File: src/rtl/add_serial_sched_pkg.sv
// Shared types and defaults for the serial-adder scheduler.
// Holds the FSM state enum, default parameters and an index-width helper.
package add_serial_sched_pkg;

    typedef enum logic [1:0] {
        IDLE,
        LAUNCH,
        WAIT,
        RESP
    } state_t;

    localparam int N_REQ_DEF   = 4;
    localparam int W_DEF       = 8;
    localparam int ADD_LAT_DEF = 10;
    localparam int CNT_W       = 8;

    function automatic int idx_w(input int n);
        return (n > 1) ? $clog2(n) : 1;
    endfunction

endpackage

File: src/rtl/add_serial_sched_rr.sv
// Combinational round-robin winner select for the serial-adder scheduler.
// Ports: req (requests), ptr (search start) -> onehot, idx, valid.
module rr_arb
    import add_serial_sched_pkg::*;
#(
    parameter int N_REQ = N_REQ_DEF,
    parameter int IW    = idx_w(N_REQ)
) (
    input  logic [N_REQ-1:0] req,
    input  logic [IW-1:0]    ptr,
    output logic [N_REQ-1:0] onehot,
    output logic [IW-1:0]    idx,
    output logic             valid
);

    logic [IW-1:0] lo_any;
    logic [IW-1:0] lo_hi;
    logic          any_hi;

    // Lowest request at or above ptr wins; otherwise wrap to the
    // lowest request overall.
    always_comb begin
        lo_any = '0;
        lo_hi  = '0;
        any_hi = 1'b0;
        for (int i = N_REQ - 1; i >= 0; i--) begin
            if (req[i]) begin
                lo_any = IW'(i);
            end
            if (req[i] && (i >= int'(ptr))) begin
                lo_hi  = IW'(i);
                any_hi = 1'b1;
            end
        end
    end

    assign valid = |req;
    assign idx   = any_hi ? lo_hi : lo_any;

    always_comb begin
        onehot = '0;
        for (int i = 0; i < N_REQ; i++) begin
            onehot[i] = valid && (idx == IW'(i));
        end
    end

endmodule

File: src/rtl/add_serial_sched.sv
// Round-robin scheduler sharing one multi-cycle serial adder among N_REQ
// requesters. Ports: clk, rst (async, active-high), req/op_a/op_b in,
// gnt out, add_en/add_a/add_b/add_out adder side, res_valid/res_id/
// res_data/res_ready result handshake, busy. Optional ops_done counter
// under macro ADD_SERIAL_SCHED_STATS_EN.
module add_serial_sched
    import add_serial_sched_pkg::*;
#(
    parameter int N_REQ   = N_REQ_DEF,
    parameter int W       = W_DEF,
    parameter int ADD_LAT = ADD_LAT_DEF,
    parameter int IW      = idx_w(N_REQ)
) (
    input  logic               clk,
    input  logic               rst,
    input  logic [N_REQ-1:0]   req,
    input  logic [N_REQ*W-1:0] op_a,
    input  logic [N_REQ*W-1:0] op_b,
    output logic [N_REQ-1:0]   gnt,
    output logic               add_en,
    output logic [W-1:0]       add_a,
    output logic [W-1:0]       add_b,
    input  logic [W-1:0]       add_out,
    output logic               res_valid,
    output logic [IW-1:0]      res_id,
    output logic [W-1:0]       res_data,
    input  logic               res_ready,
    output logic               busy
`ifdef ADD_SERIAL_SCHED_STATS_EN
    ,
    output logic [15:0]        ops_done
`endif
);

    state_t           state;
    state_t           state_nx;
    logic [IW-1:0]    rr_ptr;
    logic [CNT_W-1:0] cnt;
    logic [N_REQ-1:0] arb_onehot;
    logic [IW-1:0]    arb_idx;
    logic             arb_valid;
    logic [W-1:0]     sel_a;
    logic [W-1:0]     sel_b;
    logic             take;
    logic             done;
    logic             hs;

    rr_arb #(
        .N_REQ (N_REQ),
        .IW    (IW)
    ) u_arb (
        .req    (req),
        .ptr    (rr_ptr),
        .onehot (arb_onehot),
        .idx    (arb_idx),
        .valid  (arb_valid)
    );

    always_comb begin
        sel_a = '0;
        sel_b = '0;
        for (int i = 0; i < N_REQ; i++) begin
            if (arb_onehot[i]) begin
                sel_a = op_a[i*W +: W];
                sel_b = op_b[i*W +: W];
            end
        end
    end

    always_ff @(posedge clk or posedge rst) begin
        if (rst) begin
            state <= IDLE;
        end else begin
            state <= state_nx;
        end
    end

    always_comb begin
        state_nx  = state;
        gnt       = '0;
        add_en    = 1'b0;
        res_valid = 1'b0;
        busy      = 1'b1;
        take      = 1'b0;
        done      = 1'b0;
        hs        = 1'b0;
        unique case (state)
            IDLE: begin
                busy = 1'b0;
                if (arb_valid) begin
                    gnt      = arb_onehot;
                    take     = 1'b1;
                    state_nx = LAUNCH;
                end
            end
            LAUNCH: begin
                add_en   = 1'b1;
                state_nx = WAIT;
            end
            WAIT: begin
                if (cnt == '0) begin
                    done     = 1'b1;
                    state_nx = RESP;
                end
            end
            RESP: begin
                res_valid = 1'b1;
                if (res_ready) begin
                    hs       = 1'b1;
                    state_nx = IDLE;
                end
            end
            default: state_nx = IDLE;
        endcase
    end

    // Operands and index are captured at grant so later req/operand
    // changes cannot disturb the operation in flight.
    always_ff @(posedge clk or posedge rst) begin
        if (rst) begin
            rr_ptr   <= '0;
            cnt      <= '0;
            add_a    <= '0;
            add_b    <= '0;
            res_id   <= '0;
            res_data <= '0;
        end else begin
            if (take) begin
                add_a  <= sel_a;
                add_b  <= sel_b;
                res_id <= arb_idx;
            end
            if (add_en) begin
                cnt <= CNT_W'(ADD_LAT - 1);
            end else if ((state == WAIT) && (cnt != '0)) begin
                cnt <= cnt - 1'b1;
            end
            if (done) begin
                res_data <= add_out;
            end
            if (hs) begin
                rr_ptr <= (res_id == IW'(N_REQ - 1)) ? '0 : res_id + 1'b1;
            end
        end
    end

`ifdef ADD_SERIAL_SCHED_STATS_EN
    logic [15:0] ops_cnt;

    always_ff @(posedge clk or posedge rst) begin
        if (rst) begin
            ops_cnt <= '0;
        end else if (hs) begin
            ops_cnt <= ops_cnt + 16'd1;
        end
    end

    assign ops_done = ops_cnt;
`endif

endmodule

File: config.mk
export PLATFORM = sky130hd
export DESIGN_NAME = add_serial_sched
export DESIGN_NICKNAME = d
export VERILOG_FILES = /design/src/rtl/add_serial_sched_pkg.sv /design/src/rtl/add_serial_sched_rr.sv /design/src/rtl/add_serial_sched.sv
export SDC_FILE = /design/constraint.sdc
export NUM_CORES = 1
export LEC_CHECK = 0
export CORE_UTILIZATION = 38
export DETAILED_ROUTE_END_ITERATION = 12
export PLACE_DENSITY = 0.84
export SKIP_LAST_GASP = 1
export SYNTH_ARGS = -nofsm -noshare
export SYNTH_HDL_FRONTEND = slang
export SYNTH_SLANG_ARGS = --single-unit
File: constraint.sdc
create_clock -name clk -period 1.8 [get_ports clk]
set_input_delay 0.45 -clock clk [delete_from_list [all_inputs] [get_ports clk]]
set_output_delay 0.45 -clock clk [all_outputs]
set_load 0.02 [all_outputs]
==> impl_results.md <==
- CTS buffer count: 5
- Clk_lat worst skew: just under 0.3 ns
- Worst Setup Start Kind: register
- Post-DRT Antenna Nets: 0
- Largest area contributor in the netlist: dfrtp_1
- Area Overhead vs Synth: 67.4%
- Final Cell Area: 4160 um^2
- Syn_nets: ~330
- Net switching power: 2.63 mW
- Final worst-path cycle share: 114%
- Clk root buf: clkbuf_8
- GRT Overall Usage: 22.4%
- Largest net degree at the start of global routing: 39
- ANT cells: 0
- Unrepaired setup endpoints after global routing: yes
- Synth top area share: 38.2%
- Logic pwr share: 62.6%
- Top post-synthesis cells by area: dfrtp_1 38%, a221oi_2 7.2%, mux2_4 4.8%
- Number of placement rows: 29
- Gr ovfl total: 0
- Initial antenna violation count: 0
- Setup Skew: 0.00684 ns
- Clock power frac: a little over an eighth
- Post-synthesis instance total: 239
- RR Startpoint: rr_ptr[0]
- Share of the yosys chip area belonging to registers: 38.2%
- Final Max Tran Viols: 0
- Critical path class: register to output port
- Post-CTS Hold Fix Bufs: 0
- Fmax: between 0.4 and 0.5 GHz
- Violated checks: setup timing
- Synth cell count leaders: 38 x dfrtp_1, 24 x nor2_1, 14 x a31oi_1, 14 x and2_1, 13 x inv_1
- Port Buf Inserts: 111
- Fillers: slightly below 500
- Routed WL: approximately 7600 um
- Mapped Avg Cell Area: 10.4 um^2
- Placeable Area: 6350 um^2
- Clock slew at reported path FFs: 0.08 ns
- First-pass DRT Iterations: 4
- I/O pins: 112
- Worst Hold Launch: res_data[7]
- CTS tree: yes
- Final worst slack: -0.253 ns
- Worst setup EP type: output port
- H-tree levels: 2
- Final hold slack: around 0.51 ns
- Synth cell types: 50
- Post-synth EDFFs: 0
- CP required: 1.35 ns
- Crit Path Max Fanout: 3
- Switching Share: 40.8%
- Status: finished with violations
- Synthesized flop and latch total: 38
- Gpl congestion: 0.941
- Worst setup path start: rr_ptr[0]
- DR WL/cell: 16.5 um
- Clk sink count: 38
- Remaining DRCs: 0
- Die ar.: approximately 7000 um^2
- Static Leak: about 1.8 nW
- Global-route wire length before repair: 12400 um
- Setup violators final: 12
- Initial Utilization: 39.2%
- Die X: 82.9 um
- Worst rel slew slack: 79.0%
- Vias/cell: approximately 5.3
- Syn Std Cell Area: between 2000 and 2500 um^2
- Dpl hpwl: 5450 um
- Flop pwr share: 23.8%
- Vias: 2449
- Arr. time, crit path: 1.60 ns
- Internal power: ~3.8 mW
- Worst hold path class: register to register
- Synth warn: 0
- Clock Path Buffers: 2
- Final min period: 2.05 ns
- Post-synth ARST share: 100%
- Iteration-0 DRC Markers: 75
- Peak VDD IR: 899 uV
- Endpoints failing hold: 0
- Die Y: 82.9 um
- Most frequent cell after synthesis: dfrtp_1
- Worst slew pin tran: around 0.32 ns
- Main flop type after synthesis: dfrtp_1
- DP Area: slightly below 4000 um^2
- Max-cap violations: 0
- Vias in the first global route: 2607
- Final Net Count: 466
- Share of cells above drive strength 1: 30.7%
- PwrDens: 1550 nW/um^2
## worst max-delay path: stages, from the launching register on
cell and delay [ns]:
dfrtp_2 0.43, nor2b_4 0.06, a311o_1 0.35, and2_4 0.20
nor3_4 0.14, buf_6 0.14
## state kept, by name, summed over array words and instances, names as in the netlist
| name | count |
|---|---|
| res_id | 2 |
| res_data | 8 |
| state | 2 |
| cnt | 8 |
| add_a | 8 |
| rr_ptr | 2 |
| add_b | 8 |
## routing by layer
layer	vias up	wire, um	track usage (%)
li1	1156	-	-
met1	1183	3120	27.3
met2	96	3840	39.1
met3	14	438	5.67
met4	0	156	6.11
met5	-	0	0
## stage by stage
stage	total power, mW	utilization, %	TNS [ns]	worst slack (ns)	cells
floorplan	3.91	-	-0.0115	-0.0115	239
global placement	5.30	61.6	-12.71	-1.02	445
detailed placement	5.39	61.6	-13.50	-1.06	445
CTS	6.40	64.8	-1.34	-0.256	458
global route	6.86	65.5	-2.51	-0.308	458
finish	6.45	65.5	-1.15	-0.253	458
## logic make-up after synthesis
| logic type | count (synthesis) | share of synthesized area, % |
|---|---|---|
| AOI/OAI and AO/OA | 73 | 26.6 |
| xor gates and xnor gates | 5 | 1.76 |
| adders and majority gates | 7 | 3.52 |
| buffers and inverters | 29 | 7.05 |
| DFF | 38 | 38.2 |
| muxes | 10 | 5.74 |
| and+or+nand+nor | 77 | 17.1 |
## layout make-up
type / count / area [um^2] / share of cell area [%]
inverters: 14 / 55.1 / 1.32
clock inverters: 3 / 68.8 / 1.65
well taps: 77 / 96.3 / 2.32
multi-input cells: 173 / 1490 / 35.8
repair buffers: 148 / 1430 / 34.3
clock buffers: 5 / 68.8 / 1.65
flip-flops and latches: 38 / 952 / 22.9
## power groups by stage
stage,clock [mW],sequential [mW],combinational [mW]
5_1_grt,0.921,1.59,4.35
3_5_place_dp,0,1.53,3.86
3_3_place_gp,0,1.52,3.78
2_1_floorplan,0,1.82,2.09
4_1_cts,0.889,1.53,3.98
6_report,0.872,1.54,4.04
## worst paths after layout
kind | end | slack [ns] | cells past startpoint
max | gnt[0] | -0.25 | 5
min | res_data[7] | 0.51 | 1
max reg2reg | add_a[7] | -0.11 | 8
min reg2reg | res_data[7] | 0.51 | 1
max in group asynchronous | rr_ptr[0] | 1.07 | 3
min in group asynchronous | res_data[6] | 0.52 | 3
## placed cells by master, fill, tap and decap left out, types with 3 or more instances in the layout
cell type,n
o31ai_2,9
xor2_1,4
nor2_1,22
nor2b_1,3
nand2_1,11
buf_6,3
a21oi_1,8
clkdlybuf4s50_1,98
inv_2,4
a221oi_2,13
inv_1,9
buf_4,34
nand2b_1,4
o21ai_0,4
mux2_4,8
dfrtp_1,37
nor3_1,3
o31ai_1,5
o21ai_2,3
nand4_1,3
and2_1,13
buf_12,3
ha_1,6
o21ai_1,5
nor2_4,3
a31oi_1,14
clkbuf_8,5
## what timing repair did
action | CTS | global route
setup endpoints to repair | 23 | 25
gates resized for setup | 47 | 16
cloned | 2 | 0
pin swaps | 14 | 9
buffers inserted | 3 | 0
(Power assumes the default switching activity.)
